$ cat config.mk
export PLATFORM = sky130hd
export DESIGN_NAME = ring_router_fifo
export DESIGN_NICKNAME = d
export VERILOG_FILES = /design/src/rtl/ring_router_fifo.sv
export SDC_FILE = /design/constraint.sdc
export NUM_CORES = 1
export LEC_CHECK = 0
export ABC_AREA = 0
export BUFFER_PORTS_ARGS = -buffer_cell sky130_fd_sc_hd__buf_2
export CORE_UTILIZATION = 36
export CTS_BUF_LIST = sky130_fd_sc_hd__clkbuf_4
export DETAILED_ROUTE_END_ITERATION = 8
export HOLD_SLACK_MARGIN = 0.06
export PLACE_DENSITY = 0.6
export SYNTH_ARGS = -nofsm -noshare
export SYNTH_HDL_FRONTEND = slang
export SYNTH_SLANG_ARGS = --single-unit
$ cat constraint.sdc
create_clock -name clk -period 21.8 [get_ports clk]
set_input_delay 3.27 -clock clk [delete_from_list [all_inputs] [get_ports clk]]
set_output_delay 3.27 -clock clk [all_outputs]
set_load 0.005 [all_outputs]
$ cat src/rtl/ring_router_fifo.sv
// Three-port ring router (cw/ccw/pe): per-input FIFOs, round-robin arbitration, one register slot per output.
// Latency 2 cycles pass-through; ready drops when an input FIFO is full and a slot holds while its ro=0.

module rrf_fifo #(
  parameter int WIDTH = 64,
  parameter int DEPTH = 4,
  parameter int CW_W  = $clog2(DEPTH+1)
) (
  input  logic             clk,
  input  logic             reset,
  input  logic             push_i,
  input  logic [WIDTH-1:0] dat_i,
  input  logic             pop_i,
  output logic             rdy_o,
  output logic             vld_o,
  output logic [WIDTH-1:0] head_o,
  output logic [CW_W-1:0]  cnt_o
);
  localparam int PW = $clog2(DEPTH);

  logic [WIDTH-1:0] mem_q [DEPTH];
  logic [PW-1:0]    wr_q, wr_d;
  logic [PW-1:0]    rd_q, rd_d;
  logic [CW_W-1:0]  cnt_q, cnt_d;
  logic             do_push;

  // Ready is based on the current count only; a same-cycle pop does not reopen it.
  assign rdy_o   = !reset && (cnt_q != CW_W'(DEPTH));
  assign do_push = push_i && rdy_o;
  assign vld_o   = (cnt_q != '0);
  assign head_o  = mem_q[rd_q];
  assign cnt_o   = cnt_q;

  always_comb begin
    wr_d  = wr_q;
    rd_d  = rd_q;
    cnt_d = cnt_q;
    if (do_push) wr_d = wr_q + PW'(1);
    if (pop_i)   rd_d = rd_q + PW'(1);
    if (do_push && !pop_i)      cnt_d = cnt_q + CW_W'(1);
    else if (!do_push && pop_i) cnt_d = cnt_q - CW_W'(1);
  end

  always_ff @(posedge clk or posedge reset) begin
    if (reset) begin
      wr_q  <= '0;
      rd_q  <= '0;
      cnt_q <= '0;
    end else begin
      wr_q  <= wr_d;
      rd_q  <= rd_d;
      cnt_q <= cnt_d;
    end
  end

  always_ff @(posedge clk) begin
    if (do_push) mem_q[wr_q] <= dat_i;
  end
endmodule

module rrf_arb (
  input  logic clk,
  input  logic reset,
  input  logic req_a_i,
  input  logic req_b_i,
  input  logic ld_i,
  output logic gnt_a_o,
  output logic gnt_b_o
);
  // ptr_q = 0 favours requester a (the ring input); flips to the loser after every grant.
  logic ptr_q, ptr_d;

  assign gnt_a_o = ld_i && req_a_i && (!req_b_i || !ptr_q);
  assign gnt_b_o = ld_i && req_b_i && (!req_a_i || ptr_q);

  always_comb begin
    ptr_d = ptr_q;
    if (gnt_a_o)      ptr_d = 1'b1;
    else if (gnt_b_o) ptr_d = 1'b0;
  end

  always_ff @(posedge clk or posedge reset) begin
    if (reset) ptr_q <= 1'b0;
    else       ptr_q <= ptr_d;
  end
endmodule

module ring_router_fifo #(
  parameter int WIDTH   = 64,
  parameter int DEPTH   = 4,
  parameter int HOP_LSB = 48,
  parameter int HOP_W   = 8,
  parameter int DIR_BIT = 62,
  parameter int CW_W    = $clog2(DEPTH+1)
) (
  input  logic             clk,
  input  logic             reset,
  input  logic             cwsi,
  input  logic             ccwsi,
  input  logic             pesi,
  output logic             cwri,
  output logic             ccwri,
  output logic             peri,
  input  logic [WIDTH-1:0] cwdi,
  input  logic [WIDTH-1:0] ccwdi,
  input  logic [WIDTH-1:0] pedi,
  output logic             cwso,
  output logic             ccwso,
  output logic             peso,
  input  logic             cwro,
  input  logic             ccwro,
  input  logic             pero,
  output logic [WIDTH-1:0] cwdo,
  output logic [WIDTH-1:0] ccwdo,
  output logic [WIDTH-1:0] pedo,
  output logic [CW_W-1:0]  cw_cnt,
  output logic [CW_W-1:0]  ccw_cnt,
  output logic [CW_W-1:0]  pe_cnt
);
  logic             cw_vld, ccw_vld, pe_vld;
  logic             cw_pop, ccw_pop, pe_pop;
  logic [WIDTH-1:0] cw_head, ccw_head, pe_head;
  logic [WIDTH-1:0] cw_fwd, ccw_fwd;
  logic [HOP_W-1:0] cw_hop, ccw_hop;

  rrf_fifo #(.WIDTH(WIDTH), .DEPTH(DEPTH), .CW_W(CW_W)) u_fifo_cw (
    .clk(clk), .reset(reset), .push_i(cwsi), .dat_i(cwdi), .pop_i(cw_pop),
    .rdy_o(cwri), .vld_o(cw_vld), .head_o(cw_head), .cnt_o(cw_cnt)
  );
  rrf_fifo #(.WIDTH(WIDTH), .DEPTH(DEPTH), .CW_W(CW_W)) u_fifo_ccw (
    .clk(clk), .reset(reset), .push_i(ccwsi), .dat_i(ccwdi), .pop_i(ccw_pop),
    .rdy_o(ccwri), .vld_o(ccw_vld), .head_o(ccw_head), .cnt_o(ccw_cnt)
  );
  rrf_fifo #(.WIDTH(WIDTH), .DEPTH(DEPTH), .CW_W(CW_W)) u_fifo_pe (
    .clk(clk), .reset(reset), .push_i(pesi), .dat_i(pedi), .pop_i(pe_pop),
    .rdy_o(peri), .vld_o(pe_vld), .head_o(pe_head), .cnt_o(pe_cnt)
  );

  assign cw_hop  = cw_head[HOP_LSB +: HOP_W];
  assign ccw_hop = ccw_head[HOP_LSB +: HOP_W];

  // Ring-to-ring forwarding consumes one hop; ejected and injected flits pass untouched.
  always_comb begin
    cw_fwd  = cw_head;
    ccw_fwd = ccw_head;
    cw_fwd[HOP_LSB +: HOP_W]  = cw_hop - HOP_W'(1);
    ccw_fwd[HOP_LSB +: HOP_W] = ccw_hop - HOP_W'(1);
  end

  logic cw_so_q, cw_so_d, ccw_so_q, ccw_so_d, pe_so_q, pe_so_d;
  logic [WIDTH-1:0] cw_do_q, cw_do_d, ccw_do_q, ccw_do_d, pe_do_q, pe_do_d;
  logic cw_ld, ccw_ld, pe_ld;
  logic g_cw_cw, g_pe_cw, g_ccw_ccw, g_pe_ccw, g_cw_pe, g_ccw_pe;

  assign cw_ld  = !cw_so_q  || cwro;
  assign ccw_ld = !ccw_so_q || ccwro;
  assign pe_ld  = !pe_so_q  || pero;

  rrf_arb u_arb_cw (
    .clk(clk), .reset(reset),
    .req_a_i(cw_vld && (cw_hop != '0)), .req_b_i(pe_vld && !pe_head[DIR_BIT]),
    .ld_i(cw_ld), .gnt_a_o(g_cw_cw), .gnt_b_o(g_pe_cw)
  );
  rrf_arb u_arb_ccw (
    .clk(clk), .reset(reset),
    .req_a_i(ccw_vld && (ccw_hop != '0)), .req_b_i(pe_vld && pe_head[DIR_BIT]),
    .ld_i(ccw_ld), .gnt_a_o(g_ccw_ccw), .gnt_b_o(g_pe_ccw)
  );
  rrf_arb u_arb_pe (
    .clk(clk), .reset(reset),
    .req_a_i(cw_vld && (cw_hop == '0)), .req_b_i(ccw_vld && (ccw_hop == '0)),
    .ld_i(pe_ld), .gnt_a_o(g_cw_pe), .gnt_b_o(g_ccw_pe)
  );

  // Each head targets exactly one output, so at most one of each pair fires.
  assign cw_pop  = g_cw_cw   || g_cw_pe;
  assign ccw_pop = g_ccw_ccw || g_ccw_pe;
  assign pe_pop  = g_pe_cw   || g_pe_ccw;

  always_comb begin
    cw_so_d  = cw_so_q;
    cw_do_d  = cw_do_q;
    ccw_so_d = ccw_so_q;
    ccw_do_d = ccw_do_q;
    pe_so_d  = pe_so_q;
    pe_do_d  = pe_do_q;

    if (g_cw_cw) begin
      cw_so_d = 1'b1;
      cw_do_d = cw_fwd;
    end else if (g_pe_cw) begin
      cw_so_d = 1'b1;
      cw_do_d = pe_head;
    end else if (cwro) begin
      cw_so_d = 1'b0;
    end

    if (g_ccw_ccw) begin
      ccw_so_d = 1'b1;
      ccw_do_d = ccw_fwd;
    end else if (g_pe_ccw) begin
      ccw_so_d = 1'b1;
      ccw_do_d = pe_head;
    end else if (ccwro) begin
      ccw_so_d = 1'b0;
    end

    if (g_cw_pe) begin
      pe_so_d = 1'b1;
      pe_do_d = cw_head;
    end else if (g_ccw_pe) begin
      pe_so_d = 1'b1;
      pe_do_d = ccw_head;
    end else if (pero) begin
      pe_so_d = 1'b0;
    end
  end

  always_ff @(posedge clk or posedge reset) begin
    if (reset) begin
      cw_so_q  <= 1'b0;
      ccw_so_q <= 1'b0;
      pe_so_q  <= 1'b0;
      cw_do_q  <= '0;
      ccw_do_q <= '0;
      pe_do_q  <= '0;
    end else begin
      cw_so_q  <= cw_so_d;
      ccw_so_q <= ccw_so_d;
      pe_so_q  <= pe_so_d;
      cw_do_q  <= cw_do_d;
      ccw_do_q <= ccw_do_d;
      pe_do_q  <= pe_do_d;
    end
  end

  assign cwso  = cw_so_q;
  assign ccwso = ccw_so_q;
  assign peso  = pe_so_q;
  assign cwdo  = cw_do_q;
  assign ccwdo = ccw_do_q;
  assign pedo  = pe_do_q;
endmodule

==> run summary, run 1 <==
Status: finished, final reports clean
Wire per inst: 25.9 um
Via count: 22,100
Combinational share of power: 31.3%
CTS tree: yes
Max-slew violation count: 0
Reg-to-Reg End: pedo[5]$_DFFE_PP0P_
Final setup violation count: 0
Starting Density: 36.3%
Setup TNS: 0 ns
Overall Global Routing Usage: 20.8%
Reg2reg start: u_fifo_cw.rd_q[0]$_DFFE_PP0P_
Busiest grt layer: met2
Fmax: 0.134 GHz
Antenna viol nets, final: 0
Max FO, Critical Path: 6
Num rows: 118
Resized cells post-CTS: 0
Fin Clk Skew: 0.114 ns
Slew @ Worst Pin: 1.20 ns
Clock power share: 26.9%
Root Buffer: clkbuf_4
Fin util: 43.4%
I/O Buffers: 406
# clock sinks: 987
Hold-fix buffers, CTS: 0
Layout Nets: 2,850
Total CTS buffers: 282
Clock slew at reported path FFs: 0.06 ns
Global routing usage on met1: 26.4%
Leak: 16.8 nW
First-pass GRT wire length: 158 mm
R2R depth: 9
R2R setup slack: 16.31 ns
Period utilization: 34.3%
DR vias/cell: 5.22
Met3 usage: 6.51%
Largest net degree at the start of global routing: 100
RSZ-0062 raised after global routing: false
GR met2 Demand/Resource: 33.3%
FF+latch area: 0.0286 mm^2
# IOs: 407
Hpwl dp: 66.4 mm
Design Power: 0.00631 W
Maxcap violations: 0
Pre-CTS setup slack: 14.32 ns
Synth Area per Inst: 18.7 um^2
Crit path DAT: 4.20 ns
Peak VDD IR: 0.123 mV
Synthesis Warnings: 0
Internal power: 0.00411 W
Die height: 325 um
Crit path to: ccwri
Main synth FF type: edfxtp_1
Initial antenna violation count: 45
Post-route setup slack: 14.33 ns
Worst setup SP type: input port
Area delta synth->final: 19.4%
Min-Delay Path Class: register to register
Placed cell count: 3,726
GPL Wtd Cong: 0.780
Worst setup path start: reset
Count of flip-flops with a built-in enable after synthesis: 768
Seq/Total Area, Yosys: 75.9%
Power per Cell Area: 141 mW/mm^2
Async set or reset register ratio after synthesis: 22.2%
Share of cells above drive strength 1: 39.6%
Die Width: 325 um
Yosys reg bits: 987
Pre-antenna DRT Iters: 5
Post-synth top area share: 61.3%
P_sw: 0.00220 W
Crit Path Class: input port to output port
Core area: 0.103 mm^2
Area leader, netlist: edfxtp_1
Synth cell types: 52
Syn_nets: 2,227
Setup bufs post-CTS: 0
Depth of the CTS H-tree: 5
Synthesized instance count: 2,007
Vias in the first global route: 23,600
Final std cells w/o fill: 4,233
Clock Latency Late Sink: 1.15 ns
Sequential share of power: 41.8%
Final Hold Fails: 0
Period minus WS final: 7.47 ns
WP data required: 18.53 ns
Switching Fraction: 34.8%
Die area: 0.106 mm^2
Global route overflow: 0
Final WL: 110 mm
Synthesized area: 0.0376 mm^2
Residual DRC: 0
Drt first-iter violations: 1,501
Slew HR: 19.8%
Fill cells: 9,175
Area used by multi-input combinational logic: 0.00862 mm^2
Maximum clock insertion buffer count: 4
Crit end category: output port
Top cells by area, synth: edfxtp_1, dfrtp_1, mux4_2
[cells in the final DEF, fill, tap and decap left out, types with 5 or more instances in the layout]
cell type  count
clkinv_2       5
edfxtp_1     768
nor2_1        23
o21ai_1       51
and2_1         7
buf_2        406
a221o_1        8
buf_4         36
mux2i_1       51
inv_1         21
xnor2_1       16
clkbuf_4     439
nand2_1      308
dfrtp_1      213
mux4_2       192
nor3_1        11
clkinv_1      42
a22oi_1      120
diode_2       12
ha_1          17
xor2_1         8
inv_2          6
dfrtp_4        6
and3_4        12
o21ai_0       10
[cell type report]
class / instances / share of cell area (%)
tap: 1380 / 3.85
antenna: 12 / 0.0669
clock buffer: 439 / 7.34
inverter: 22 / 0.201
timing repair buffer: 442 / 5.13
sequential: 987 / 63.6
clock inverter: 56 / 0.610
multi-input combinational: 895 / 19.2
[stage by stage]
| stage | area (um^2) | hold WS, ns |
|---|---|---|
| 2_1_floorplan | 37600 | 0.470 |
| 3_3_place_gp | 41300 | 0.458 |
| 3_5_place_dp | 41300 | 0.458 |
| 4_1_cts | 44900 | 0.473 |
| 5_1_grt | 44900 | 0.493 |
| 6_report | 44900 | 0.472 |
[registers in the layout, summed over array words and instances (netlist names), 2 cells and up]
register / cells
u_fifo_ccw.mem_q: 256
u_fifo_cw.mem_q: 256
u_fifo_pe.mem_q: 256
ccwdo: 64
cwdo: 64
pedo: 64
u_fifo_ccw.cnt_o: 3
u_fifo_cw.cnt_o: 3
u_fifo_pe.cnt_o: 3
u_fifo_ccw.rd_q: 2
u_fifo_ccw.wr_q: 2
u_fifo_cw.rd_q: 2
u_fifo_cw.wr_q: 2
u_fifo_pe.rd_q: 2
u_fifo_pe.wr_q: 2
[logic make-up (layout without fill, tap and decap cells)]
group,count (synthesis),after routing,share of synthesized area (%)
buf+inv,125,959,1.51
compound gates,215,215,3.98
other cells,0,12,0
fa+ha+maj,20,20,0.725
simple gates,389,389,4.33
mux,247,247,13.0
xor+xnor,24,24,0.559
flops,987,987,75.9
[power groups by stage]
stage / Combinational [W] / Clock [W] / Sequential, W
2_1_floorplan: 0.00125 / 0 / 0.00256
3_3_place_gp: 0.00196 / 0 / 0.00266
3_5_place_dp: 0.00200 / 0 / 0.00267
4_1_cts: 0.00200 / 0.00175 / 0.00264
5_1_grt: 0.00213 / 0.00185 / 0.00267
6_report: 0.00197 / 0.00170 / 0.00264
[synthesized netlist by cell type, types with 2 or more instances]
| library cell | number |
|---|---|
| o21ai_0 | 10 |
| a22oi_1 | 120 |
| or3_1 | 4 |
| mux2_2 | 4 |
| or4_4 | 2 |
| nor2b_1 | 4 |
| clkbuf_1 | 66 |
| o21ai_1 | 51 |
| xor2_1 | 8 |
| dfrtp_1 | 219 |
| mux2i_1 | 51 |
| nor3_1 | 11 |
| nand2b_1 | 4 |
| o31ai_1 | 2 |
| xnor2_1 | 16 |
| and2_1 | 8 |
| edfxtp_1 | 768 |
| a21boi_0 | 2 |
| buf_4 | 4 |
| nand2_1 | 308 |
| a221oi_1 | 4 |
| fa_1 | 3 |
| inv_1 | 22 |
| and3_1 | 12 |
| nor3b_1 | 3 |
| a221o_1 | 8 |
| buf_1 | 5 |
| and2_0 | 3 |
| ha_1 | 17 |
| buf_6 | 8 |
| buf_2 | 20 |
| nor2_1 | 23 |
| mux4_2 | 192 |
| a21oi_1 | 7 |
[per-layer routing]
layer	part of all wire [%]	up-vias
met1	41	11500
met5	0.24	-
met3	7.7	254
met2	48	911
li1	-	9340
met4	3.0	44
[worst max-delay path, stage by stage]
cell and delay [ns]:
buf_2 0.21, a21oi_1 0.44, buf_2 0.27
[worst min-delay path by stage]
stage / depth (start not counted) / from / endpoint / slack (ns)
finish: 2 / ccwdo[9]$_DFFE_PP0P_ / ccwdo[9]$_DFFE_PP0P_ / 0.47
global route: 2 / ccwdo[2]$_DFFE_PP0P_ / ccwdo[2]$_DFFE_PP0P_ / 0.49
CTS: 2 / ccwdo[9]$_DFFE_PP0P_ / ccwdo[9]$_DFFE_PP0P_ / 0.47
detailed placement: 2 / ccwdo[9]$_DFFE_PP0P_ / ccwdo[9]$_DFFE_PP0P_ / 0.46
global placement: 2 / ccwdo[0]$_DFFE_PP0P_ / ccwdo[0]$_DFFE_PP0P_ / 0.46
floorplan: 2 / ccwdo[63]$_DFFE_PP0P_ / ccwdo[63]$_DFFE_PP0P_ / 0.47
Note: power is estimated with default switching activity, not from simulation.
==> run 2: changes to the inputs <==
==> constraint.sdc (replaced) <==
create_clock -name clk -period 7.8 [get_ports clk]
set_input_delay 1.17 -clock clk [delete_from_list [all_inputs] [get_ports clk]]
set_output_delay 1.17 -clock clk [all_outputs]
set_load 0.005 [all_outputs]
==> run summary, run 2 (synthesis gave the netlist of run 1 again) <==
Status: finished, final reports clean
Die height: 325 um (unchanged)
Slew HR: 17.0% (-2.8 points)
Worst setup SP type: register
Post-route setup slack: 2.78 ns (-11.55 ns)
Global route overflow: 0 (unchanged)
Hold-fix buffers, CTS: 0 (unchanged)
Min-Delay Path Class: input port to register
Leak: 16.8 nW (-0.38%)
Design Power: 0.0176 W (+180%)
Maximum clock insertion buffer count: 4 (unchanged)
Setup TNS: 0 ns (unchanged)
Num rows: 118 (unchanged)
Residual DRC: 0 (unchanged)
Power per Cell Area: 392 mW/mm^2 (+180%)
Final Hold Fails: 0 (unchanged)
Crit Path Class: register to register
Root Buffer: clkbuf_4
Fill cells: 9,246 (+0.77%)
Final Cell Area: 0.0448 mm^2 (-0.21%)
Overall Global Routing Usage: 20.9% (+0.090 points)
Commonest non-fill, non-tap cell in the layout: edfxtp_1
Die Width: 325 um (unchanged)
Max FO, Critical Path: 62 (+56)
Hold_ws: 0.243 ns (-0.229 ns)
Clock slew at reported path FFs: 0.07 ns (about the same)
Initial antenna violation count: 51 (+13%)
Antenna viol nets, final: 0 (unchanged)
Clock Latency Late Sink: 1.14 ns (about the same)
Hpwl dp: 66.4 mm (about the same)
CTS tree: yes
Area delta synth->final: 19.2%
Max layer used: met5
I/O Buffers: 406 (unchanged)
# clock sinks: 987 (unchanged)
Vias in the first global route: 23,200 (-1.8%)
Die area: 0.106 mm^2 (unchanged)
Startpoint of the worst hold path: pedi[43]
Pre-CTS setup slack: 2.86 ns (-11.46 ns)
Total CTS buffers: 275 (-2.5%)
Slew @ Worst Pin: 1.25 ns (+0.0424 ns)
Crit end category: register
Depth of the CTS H-tree: 5 (unchanged)
Worst setup path start: u_fifo_cw.rd_q[0]$_DFFE_PP0P_
Layout Nets: 2,839 (-0.39%)
Wire per inst: 26.1 um (+0.61%)
Peak VDD IR: 0.251 mV (+100%)
Pre-antenna DRT Iters: 5 (unchanged)
Crit path DAT: 5.92 ns (+1.72 ns)
WP data required: 8.70 ns (-9.83 ns)
RSZ-0062 raised after global routing: false
GPL Wtd Cong: 0.785 (+0.62%)
Commonest cells after routing, fill and taps aside: edfxtp_1, clkbuf_4, buf_2
Max-slew violation count: 0 (unchanged)
Met2 wire length: 52.7 mm (-0.37%)
First-pass GRT wire length: 157 mm (about the same)
Final setup violation count: 0 (unchanged)
Core area: 0.103 mm^2 (unchanged)
Met3 WL: 9.65 mm (+14%)
Largest net degree at the start of global routing: 84 (-16%)
Starting Density: 36.3% (unchanged)
Period minus WS final: 5.02 ns
Via count: 21,800 (-1.1%)
DP Area: 0.0413 mm^2 (about the same)
Share of cells above drive strength 1: 39.3% (-0.25 points)
Fmax: 0.199 GHz
Reg2reg start: u_fifo_cw.rd_q[0]$_DFFE_PP0P_
Final WL: 110 mm (+0.23%)
Metal1 wirelength: 44.5 mm (-0.67%)
Drt first-iter violations: 2,035 (+36%)
Maxcap violations: 0 (unchanged)
Period utilization: 64.3%
DR vias/cell: 5.18 (-0.72%)
# IOs: 407 (unchanged)
Resized cells post-CTS: 0 (unchanged)
Fin Clk Skew: 0.105 ns (-0.00954 ns)
Setup bufs post-CTS: 0 (unchanged)
Largest regs: u_fifo_ccw.mem_q x256, u_fifo_cw.mem_q x256, u_fifo_pe.mem_q x256
==> run 2: final timing paths <==
check | to | slack [ns] | cells past startpoint
worst max register to register | cwdo[50]$_DFFE_PP0P_ | 2.78 | 8
max in group asynchronous | pedo[8]$_DFFE_PP0P_ | 5.91 | 3
worst min register to register | ccwdo[36]$_DFFE_PP0P_ | 0.47 | 2
worst min-delay path | u_fifo_pe.mem_q[0][43]$_DFFE_PP_ | 0.24 | 1
worst max-delay path | cwdo[50]$_DFFE_PP0P_ | 2.78 | 8
min in group asynchronous | u_fifo_ccw.rd_q[0]$_DFFE_PP0P_ | 0.28 | 2
==> run 2: worst max-delay path, stage by stage (launching register included) <==
cell,delay [ns]
dfrtp_4,0.70
buf_4,0.64
mux4_2,0.67
nor4_2,0.53
a21oi_4,0.37
buf_4,0.50
a21oi_4,0.21
buf_4,0.86
a221oi_1,0.22
==> run 2: layer usage <==
| metal | vias up | track usage [%] |
|---|---|---|
| met5 | - | 0 |
| met4 | 44 | 8.17 |
| met3 | 200 | 6.62 |
| met2 | 933 | 32.9 |
| met1 | 11300 | 26.8 |
| li1 | 9325 | - |
==> run 2: cell type report <==
cell class / count / area, um^2 / area share [%]
antenna: 16 / 40.0 / 0.0894
clock buffer: 421 / 3160 / 7.05
inverter: 22 / 90.1 / 0.201
tap: 1380 / 1730 / 3.85
multi-input combinational: 895 / 8620 / 19.2
timing repair buffer: 438 / 2270 / 5.07
clock inverter: 58 / 337 / 0.751
sequential: 987 / 28600 / 63.7
==> run 2: metrics by stage <==
| step | utilization (%) | instances |
|---|---|---|
| 3_3_place_gp | 39.9 | 3722 |
| 3_5_place_dp | 39.9 | 3722 |
| 4_1_cts | 43.3 | 4201 |
| 5_1_grt | 43.3 | 4212 |
| 6_report | 43.3 | 4217 |
| 2_1_floorplan | - | 2007 |
==> run 2: where the power goes <==
part           internal (W)  total, W  switching (W)
Combinational       0.00218   0.00549        0.00330
Clock               0.00259   0.00469        0.00210
Sequential          0.00668   0.00740       0.000722
Total                0.0115    0.0176        0.00613
